==> config.mk <==
export PLATFORM = sky130hd
export DESIGN_NAME = fifo_rd_packer
export DESIGN_NICKNAME = d
export VERILOG_FILES = /design/src/rtl/fifo_pkg.sv /design/src/rtl/fifo_rd_packer_out.sv /design/src/rtl/fifo_rd_packer.sv
export SDC_FILE = /design/constraint.sdc
export NUM_CORES = 1
export LEC_CHECK = 0
export CAP_MARGIN = 20
export CORE_MARGIN = 4
export CORE_UTILIZATION = 51
export DETAILED_ROUTE_END_ITERATION = 8
export PLACE_DENSITY = 0.81
export SLEW_MARGIN = 30
export SYNTH_ARGS = -nofsm -noshare
export SYNTH_HDL_FRONTEND = slang
export SYNTH_SLANG_ARGS = --single-unit
==> constraint.sdc <==
create_clock -name rclk -period 2.6 [get_ports rclk]
set_input_delay 0.52 -clock rclk [delete_from_list [all_inputs] [get_ports rclk]]
set_output_delay 0.52 -clock rclk [all_outputs]
set_load 0.01 [all_outputs]
==> src/rtl/fifo_pkg.sv <==
// Shared types and helpers for the FIFO read-side packer.
package fifo_pkg;

    // Default FIFO word width; must match the FIFO's rdata width.
    localparam int unsigned DATA_W_DEF = 16;

    // Largest supported words-per-beat; sizes fill counters and keep masks.
    localparam int unsigned PACK_MAX = 8;

    // Wide enough to hold 0..PACK_MAX.
    typedef logic [3:0] fill_t;

    typedef enum logic [1:0] {
        StCollect,
        StHold,
        StDrain
    } pack_state_e;

    // Lane-valid mask with the low 'fill' bits set; callers slice to PACK bits.
    function automatic logic [PACK_MAX-1:0] keep_mask(input fill_t fill);
        logic [PACK_MAX-1:0] m;
        m = '0;
        for (int i = 0; i < PACK_MAX; i++) begin
            if (fill_t'(i) < fill) m[i] = 1'b1;
        end
        return m;
    endfunction

endpackage

==> src/rtl/fifo_rd_packer_out.sv <==
// Output register slot of the read-side packer: loads a packed beat and
// holds it stable until the downstream accepts it.
module fifo_rd_packer_out
    import fifo_pkg::*;
#(
    parameter int unsigned DATA_W = DATA_W_DEF,
    parameter int unsigned PACK   = 2
) (
    input  logic                     clk,
    input  logic                     rst,
    input  logic                     load,
    input  logic [DATA_W*PACK-1:0]   load_data,
    input  logic [PACK-1:0]          load_keep,
    input  logic                     m_ready,
    output logic [DATA_W*PACK-1:0]   m_data,
    output logic [PACK-1:0]          m_keep,
    output logic                     m_valid,
    output logic                     slot_free
);

    logic [DATA_W*PACK-1:0] data_q;
    logic [PACK-1:0]        keep_q;
    logic                   valid_q;

    // Slot can take a new beat if empty or the current one leaves this edge.
    assign slot_free = !valid_q || m_ready;

    // Beat register: load has priority, otherwise drop valid on acceptance.
    always_ff @(posedge clk or posedge rst) begin
        if (rst) begin
            data_q  <= '0;
            keep_q  <= '0;
            valid_q <= 1'b0;
        end else if (load) begin
            data_q  <= load_data;
            keep_q  <= load_keep;
            valid_q <= 1'b1;
        end else if (m_ready) begin
            valid_q <= 1'b0;
        end
    end

    assign m_data  = data_q;
    assign m_keep  = keep_q;
    assign m_valid = valid_q;

endmodule

==> src/rtl/fifo_rd_packer.sv <==
// Read-domain FIFO consumer: pops DATA_W-bit words and packs PACK of them
// into one valid/ready beat, with explicit flush of a partial beat.
// Optional build macro FIFO_RD_PACKER_SEQCHK_EN enables the incrementing
// word sequence checker driving seq_err; otherwise seq_err is tied low.
module fifo_rd_packer
    import fifo_pkg::*;
#(
    parameter int unsigned DATA_W = DATA_W_DEF,
    parameter int unsigned PACK   = 2
) (
    input  logic                     rclk,
    input  logic                     rrst,
    input  logic                     rempty,
    input  logic [DATA_W-1:0]        rdata,
    input  logic                     rvalid,
    output logic                     rinc,
    input  logic                     flush,
    output logic [DATA_W*PACK-1:0]   m_data,
    output logic [PACK-1:0]          m_keep,
    output logic                     m_valid,
    input  logic                     m_ready,
    output logic                     seq_err
);

    localparam fill_t FillFull = fill_t'(PACK);
    localparam fill_t FillLast = fill_t'(PACK - 1);

    pack_state_e            state_q, state_d;
    fill_t                  fill_q, fill_d;
    logic                   rinc_q;
    logic                   flush_pend_q, flush_pend_d;
    logic [DATA_W-1:0]      lane_q [PACK];
    logic [DATA_W-1:0]      lane_d [PACK];
    logic                   accept;
    logic                   slot_free;
    logic                   load;
    logic [DATA_W*PACK-1:0] load_data;
    logic [PACK-1:0]        load_keep;
    logic [PACK_MAX-1:0]    mask;
    logic [4:0]             inflight;

    // Only words we actually asked for are taken.
    assign accept = rvalid && rinc_q;

    // Words held plus the one in flight; a new pop is allowed only if it
    // can never land in a full buffer.
    assign inflight = {1'b0, fill_q} + {4'b0, rinc_q};
    assign rinc = !rrst && !rempty && !flush_pend_q &&
                  ((inflight < 5'(PACK)) || (inflight == 5'(PACK) && slot_free));

    // Assembly, beat completion, drain and flush bookkeeping.
    always_comb begin
        lane_d       = lane_q;
        fill_d       = fill_q;
        flush_pend_d = flush_pend_q;
        load         = 1'b0;
        load_keep    = '0;
        load_data    = '0;
        mask         = keep_mask(fill_q);
        for (int i = 0; i < PACK; i++) begin
            if (accept && fill_q == fill_t'(i)) lane_d[i] = rdata;
        end
        case (state_q)
            StHold: begin
                // No word can arrive here: rinc was blocked while full.
                if (slot_free) begin
                    load      = 1'b1;
                    load_keep = '1;
                    fill_d    = '0;
                end
            end
            default: begin
                if (accept) begin
                    if (fill_q == FillLast) begin
                        if (slot_free) begin
                            load      = 1'b1;
                            load_keep = '1;
                            fill_d    = '0;
                        end else begin
                            fill_d = FillFull;
                        end
                    end else begin
                        fill_d = fill_q + 4'd1;
                    end
                end else if (state_q == StDrain && !rinc_q && slot_free) begin
                    load         = 1'b1;
                    load_keep    = mask[PACK-1:0];
                    fill_d       = '0;
                    flush_pend_d = 1'b0;
                end
            end
        endcase
        if (flush_pend_q && fill_q == '0 && !rinc_q) flush_pend_d = 1'b0;
        if (flush) flush_pend_d = 1'b1;
        // Unused lanes of a partial beat go out as zero.
        for (int i = 0; i < PACK; i++) begin
            load_data[i*DATA_W +: DATA_W] = load_keep[i] ? lane_d[i] : '0;
        end
        if (fill_d == FillFull) begin
            state_d = StHold;
        end else if (flush_pend_d && fill_d != '0) begin
            state_d = StDrain;
        end else begin
            state_d = StCollect;
        end
    end

    // State, fill level, read tracking and assembly lanes.
    always_ff @(posedge rclk or posedge rrst) begin
        if (rrst) begin
            state_q      <= StCollect;
            fill_q       <= '0;
            rinc_q       <= 1'b0;
            flush_pend_q <= 1'b0;
            for (int i = 0; i < PACK; i++) lane_q[i] <= '0;
        end else begin
            state_q      <= state_d;
            fill_q       <= fill_d;
            rinc_q       <= rinc;
            flush_pend_q <= flush_pend_d;
            for (int i = 0; i < PACK; i++) lane_q[i] <= lane_d[i];
        end
    end

    fifo_rd_packer_out #(
        .DATA_W (DATA_W),
        .PACK   (PACK)
    ) u_out (
        .clk       (rclk),
        .rst       (rrst),
        .load      (load),
        .load_data (load_data),
        .load_keep (load_keep),
        .m_ready   (m_ready),
        .m_data    (m_data),
        .m_keep    (m_keep),
        .m_valid   (m_valid),
        .slot_free (slot_free)
    );

`ifdef FIFO_RD_PACKER_SEQCHK_EN
    logic [DATA_W-1:0] prev_q;
    logic [DATA_W-1:0] prev_inc;
    logic              have_prev_q;
    logic              seq_err_q;

    assign prev_inc = prev_q + 1'b1;

    // Sticky check that accepted words increment by one; first word exempt.
    always_ff @(posedge rclk or posedge rrst) begin
        if (rrst) begin
            prev_q      <= '0;
            have_prev_q <= 1'b0;
            seq_err_q   <= 1'b0;
        end else if (accept) begin
            prev_q      <= rdata;
            have_prev_q <= 1'b1;
            if (have_prev_q && rdata != prev_inc) seq_err_q <= 1'b1;
        end
    end

    assign seq_err = seq_err_q;
`else
    assign seq_err = 1'b0;
`endif

endmodule

==> Yosys cells after proc, flatten, opt, wreduce, memory -nomap -nowiden <==
Cells that the tools add are included.
{ "classes": {"addsub": 2, "magnitude_cmp": 3, "eq_ne": 5, "mux": 31, "reduce_logical": 22} }
{ "ops": {"columns": ["operator", "n"], "rows": [
  ["2-to-1 mux 16 bit", 4],
  ["2-to-1 mux 4 bit", 5],
  ["2-to-1 mux 2 bit", 8],
  ["2-to-1 mux 1 bit", 14],
  ["logical AND 1 bit", 12],
  ["less-than comparator 1 x 4 -> 1 bit, first input constant", 2],
  ["adder 4 x 1 -> 5 bit", 1],
  ["== test 5 x 2 -> 1 bit, second input constant", 1],
  ["zero test 1 bit", 5],
  ["less-than comparator 5 x 2 -> 1 bit, second input constant", 1],
  ["adder 4 x 1 -> 4 bit, second input constant", 1],
  ["== test 4 x 1 -> 1 bit, second input constant", 1],
  ["== test 4 x 2 -> 1 bit, second input constant", 1],
  ["zero test 4 bit", 1],
  ["nonzero test 4 bit", 1],
  ["== test 2 x 1 -> 1 bit, second input constant", 1],
  ["== test 2 bit, second input constant", 1],
  ["logical OR 1 bit", 2],
  ["nonzero test 2 bit", 1]
]} }
{ "totals": {"regBits": 75, "in_bits": 22, "out_inout_bits": 37, "elab_cells": 72} }

==> Longest topological paths before layout <==
{ "logic_depth": {"depth_word": 11, "depth_mapped": 9, "mapped_depth_nobuf": 6} }

==> Modules after synthesis <==
From an unflattened synthesis, not the netlist that was laid out.
{ "hier_totals": {"cells_unflattened": 247, "hier_area_um2": 3608.5} }
{ "by_module_without_submodules": {"columns": ["module", "instances", "cells_per_inst", "area_per_inst_um2", "seq_area_each_um2"], "rows": [
  ["fifo_rd_packer", 1, 171, 2153.3, 1001.0],
  ["fifo_rd_packer_out", 1, 76, 1455.1, 875.8]
]} }

==> Worst setup path after synthesis <==
No wires, ideal clock.
{ "synth_timing": {"path_kind": "in2reg", "start": "input rvalid", "end": "register u_out.data_q[0] (netlist: u_out.m_data[0])", "setup_time_ps": 121, "t_arrival_ps": 1854, "t_required_ps": 2479, "slack_ps": 625, "stages": 9, "n_path_buf": 4, "path_cell_list": "and2_0 clkbuf_1 and2_4 buf_6 o21a_4 a21o_1 buf_6 buf_6 a22o_1"} }
{ "synth_between": {"elab_chain_len": 4, "elab_cells_between_ends": 8, "classes_between": "mux: 6; reduce/logical: 2"} }
{ "synth_rtl": {"columns": ["item", "line", "text"], "rows": [
  ["from (decl)", "fifo_rd_packer.sv:15", "input logic rvalid,"],
  ["logical AND 1 bit (*)", "fifo_rd_packer.sv:43", "assign accept = rvalid && rinc_q;"],
  ["2-to-1 mux 2 bit / logical AND 1 bit (equally long branches)", "fifo_rd_packer.sv:73, fifo_rd_packer.sv:61", null],
  ["2-to-1 mux 2 bit / 2-to-1 mux 16 bit (equally long branches)", "fifo_rd_packer.sv:63, fifo_rd_packer.sv:61", null],
  ["2-to-1 mux 16 bit", "fifo_rd_packer.sv:97", "load_data[i*DATA_W +: DATA_W] = load_keep[i] ? lane_d[i] : '0;"],
  ["to (signal assigned)", "fifo_rd_packer_out.sv:35", "data_q <= load_data;"],
  ["to (decl)", "fifo_rd_packer_out.sv:21", "logic [DATA_W*PACK-1:0] data_q;"]
]} }
Every way passes the cells marked *; elsewhere a longest branch is shown, timed or not.
A chain may end at the register's enable or synchronous reset.

==> Final worst setup path <==
{ "layout_timing": {"start": "register fill_q[0]", "end": "output rinc"} }
{ "layout_between": {"elab_chain_len": 5, "elab_cells_between_ends": 6, "classes_between": "add/sub: 1; order compare: 1; eq/ne: 1; reduce/logical: 3"} }
{ "layout_rtl": {"columns": ["item", "line", "text"], "rows": [
  ["from (decl)", "fifo_rd_packer.sv:29", "fill_t fill_q, fill_d;"],
  ["from (signal assigned)", "fifo_rd_packer.sv:118", "fill_q <= fill_d;"],
  ["adder 4 x 1 -> 5 bit (*)", "fifo_rd_packer.sv:47", "assign inflight = {1'b0, fill_q} + {4'b0, rinc_q};"],
  ["parallel branches: the longest is 2 deep, another holds less-than comparator 5 x 2 -> 1 bit", null, null],
  ["logical OR 1 bit (*)", "fifo_rd_packer.sv:49", "((inflight < 5'(PACK)) || (inflight == 5'(PACK) && slot_free));"],
  ["logical AND 1 bit (*)", "fifo_rd_packer.sv:48", "assign rinc = !rrst && !rempty && !flush_pend_q &&"],
  ["to (decl)", "fifo_rd_packer.sv:16", "output logic rinc,"]
]} }
Every way passes the cells marked *.

==> results.yml <==
outcome:
  status: "finished, final reports clean"
die:
  start_util: 0.5363
  core-area_um2: 5642
  die_h_um: 85.02
  rows: 27
  dieArea_um2: 7228
  die_x_um: 85.02
  io_pins: 59
yosys:
  yosys.cell_count.top_type: "dfrtp_1"
  yosysSeqAreaShare: 0.6203
  syn_inst: 224
  synth_cell_type_count: 37
  synth.largest_area_cell: "dfrtp_1"
  synth_area_leaders: "dfrtp_1, mux2i_1, mux2_2"
  synth-seq-cells: 75
  avgSynthCellArea_um2: 13.51
  synth_commonest_cells: "dfrtp_1, inv_1, mux2i_1"
  synth_top_area_share: 0.6203
  synthArstFlopShare: 1.000
  synthFlopType: "dfrtp_1"
  syn_area_um2: 3025
  yosysWarningCount: 0
  syn-num-nets: 250
  synth_edf_count: 0
hold_path:
  holdPathStages: 2
  hold_class: "register to register"
placement:
  numPortBuffers: 57
  place_area_um2: 3731
  dp_hpwl_mm: 4.301
  place_congestion: 0.8893
timing:
  setup_viol: 0
  slew_viol_final: 0
  worstMarginPinSlew_ns: 0.6570
  slew_headroom: 0.5620
  finalHoldViolCount: 0
  hold_slack_ns: 0.4833
  max_freq_mhz: 426.0
  period_needed_ns: 2.347
  fin_skew_ns: 0.007468
  rsz0062_at_grt: "false"
  setup-tns-final_ns: 0
  finalCritPeriodShare: 0.9028
cts:
  cts_buffers: 9
  htreeDepth: 3
  cts_num_sinks: 75
  clk_pin_slew_ns: 0.07
  hold_buffers: 0
  cts_tree: "built"
  clkLatencyLatePin_ns: 0.34
  root_buffer: "clkbuf_8"
  cts_buffer_depth: 2
  cts_setup_buffers: 0
drt:
  ant_nets: 0
  wl_per_cell_um: 17.32
  num_vias: 2009
  drcViolationCount: 0
  drt_iter0_drc: 95
  drt-pass1-iter-count: 4
  totalWireLength_mm: 6.391
  via_per_inst: 5.444
critical_path:
  r2r_cells: 5
  path_cells: "ha_1 -> ha_1 -> o21ai_0 -> and3_1 -> dlygate4sd2_1"
  slowest_delay_ns: 0.45
  worstSetupStartpointType: "register"
  crit_top_cell: "ha_1"
  crit_family: "adder cells"
  rrSetupSlack_ns: 0.56
  arrival_ns: 1.83
  path_class: "register to output pin"
  worstSetupPathDepth: 5
  endpoint_kind: "output pin"
  required_ns: 2.08
  cp_slowest_cell: "dfrtp_2"
  critPathBufInv: 1
  critPathMaxFanout: 6
layout:
  layout.nets: 318
  final_util: 0.6999
  area_growth_pct: 30.52
  drive_above_1_share: 0.1751
  seq_area_um2: 1878
  multi_input_area_um2: 1002
  n_fill_cell: 420
  antennaDiodeCount: 0
  postLayoutCellArea_um2: 3949
global_routing:
  grt_pass1_wl_mm: 10.95
  grt.total_usage: 0.1955
  grt_max_degree: 29
  first_global_vias: 2193
  grt_overflow: 0
  grt_antenna_before_repair: 0
power_and_ir_drop:
  ir_drop_uv: 594.0
  p_leak_nw: 1.858
  powerDensity_nw_per_um2: 1183
flow_run:
  cap_violations: 0
[final timing paths]
| kind | startpoint | to |
|---|---|---|
| min in group asynchronous | rrst | rinc_q |
| worst min-delay path | lane_q[1] | lane_q[1] |
| worst min register to register | lane_q[1] | lane_q[1] |
| max in group asynchronous | rrst | lane_q[30] |
| worst max-delay path | fill_q[0] | rinc |
| worst max register to register | fill_q[1] | u_out.m_data[9] |
[cell usage in the layout, fill, tap and decap left out, types with 4 or more instances in the layout]
cell type	count
dfrtp_1	74
clkdlybuf4s50_1	56
inv_1	18
mux2i_1	18
o2bb2ai_1	16
mux2_2	16
a22o_1	16
clkbuf_8	9
nand2_1	8
buf_4	8
nand2b_1	4
nor2_1	4
ha_1	4
[power by group]
group / internal [mW] / switching, mW / leakage (nW)
Clock: 0.542 / 0.427 / 0.106
Combinational: 0.955 / 0.849 / 0.771
Sequential: 1.66 / 0.242 / 0.981
Total: 3.15 / 1.52 / 1.86
[worst min-delay path: cells and delay by family (launching register included)]
kind	cells	cell delay (ns)
buffers and inverters	1	0.05
flip-flops	1	0.33
multiplexers	1	0.07
[routing by layer]
layer,wire length (um),part of all wire,track usage
met5,0,0,0
met4,46,0.0072,0.05899
met3,291,0.046,0.06505
met2,3042,0.48,0.2924
met1,3011,0.47,0.2726
[cell families after synthesis]
kind of cell / share of synthesized area
flops: 0.6203
compound gates: 0.1278
mux: 0.1191
simple gates: 0.06658
buf+inv: 0.04839
fa+ha+maj: 0.01654
other cells: 0.001240
[sequential cells by signal, indices dropped and copies added (netlist names)]
| register | cells |
|---|---|
| u_out.m_keep | 2 |
| flush_pend_q | 1 |
| state_q | 2 |
| u_out.m_valid | 1 |
| rinc_q | 1 |
| lane_q | 32 |
| u_out.m_data | 32 |
| fill_q | 4 |
[cell type report]
type | count | share of cell area
Clock inverter | 6 | 0.02281
Inverter | 19 | 0.01806
Timing Repair Buffer | 68 | 0.1746
Multi-Input combinational cell | 119 | 0.2538
Tap cell | 72 | 0.02281
Clock buffer | 10 | 0.03232
Sequential cell | 75 | 0.4756
[timing repair]
item                                    4_1_cts  5_1_grt
endpoints found under the setup margin        1        0
hold endpoints to repair                      0        0
resized for setup                             2        0
[through the flow]
step           power (mW)  std cells  setup slack, ns
5_1_grt             4.976        369           0.1501
2_1_floorplan       2.915        224           0.1700
4_1_cts             4.722        369           0.2242
3_5_place_dp        3.724        353           0.1508
6_report            4.670        369           0.2528
3_3_place_gp        3.649        353           0.1635
(Power assumes the default switching activity.)
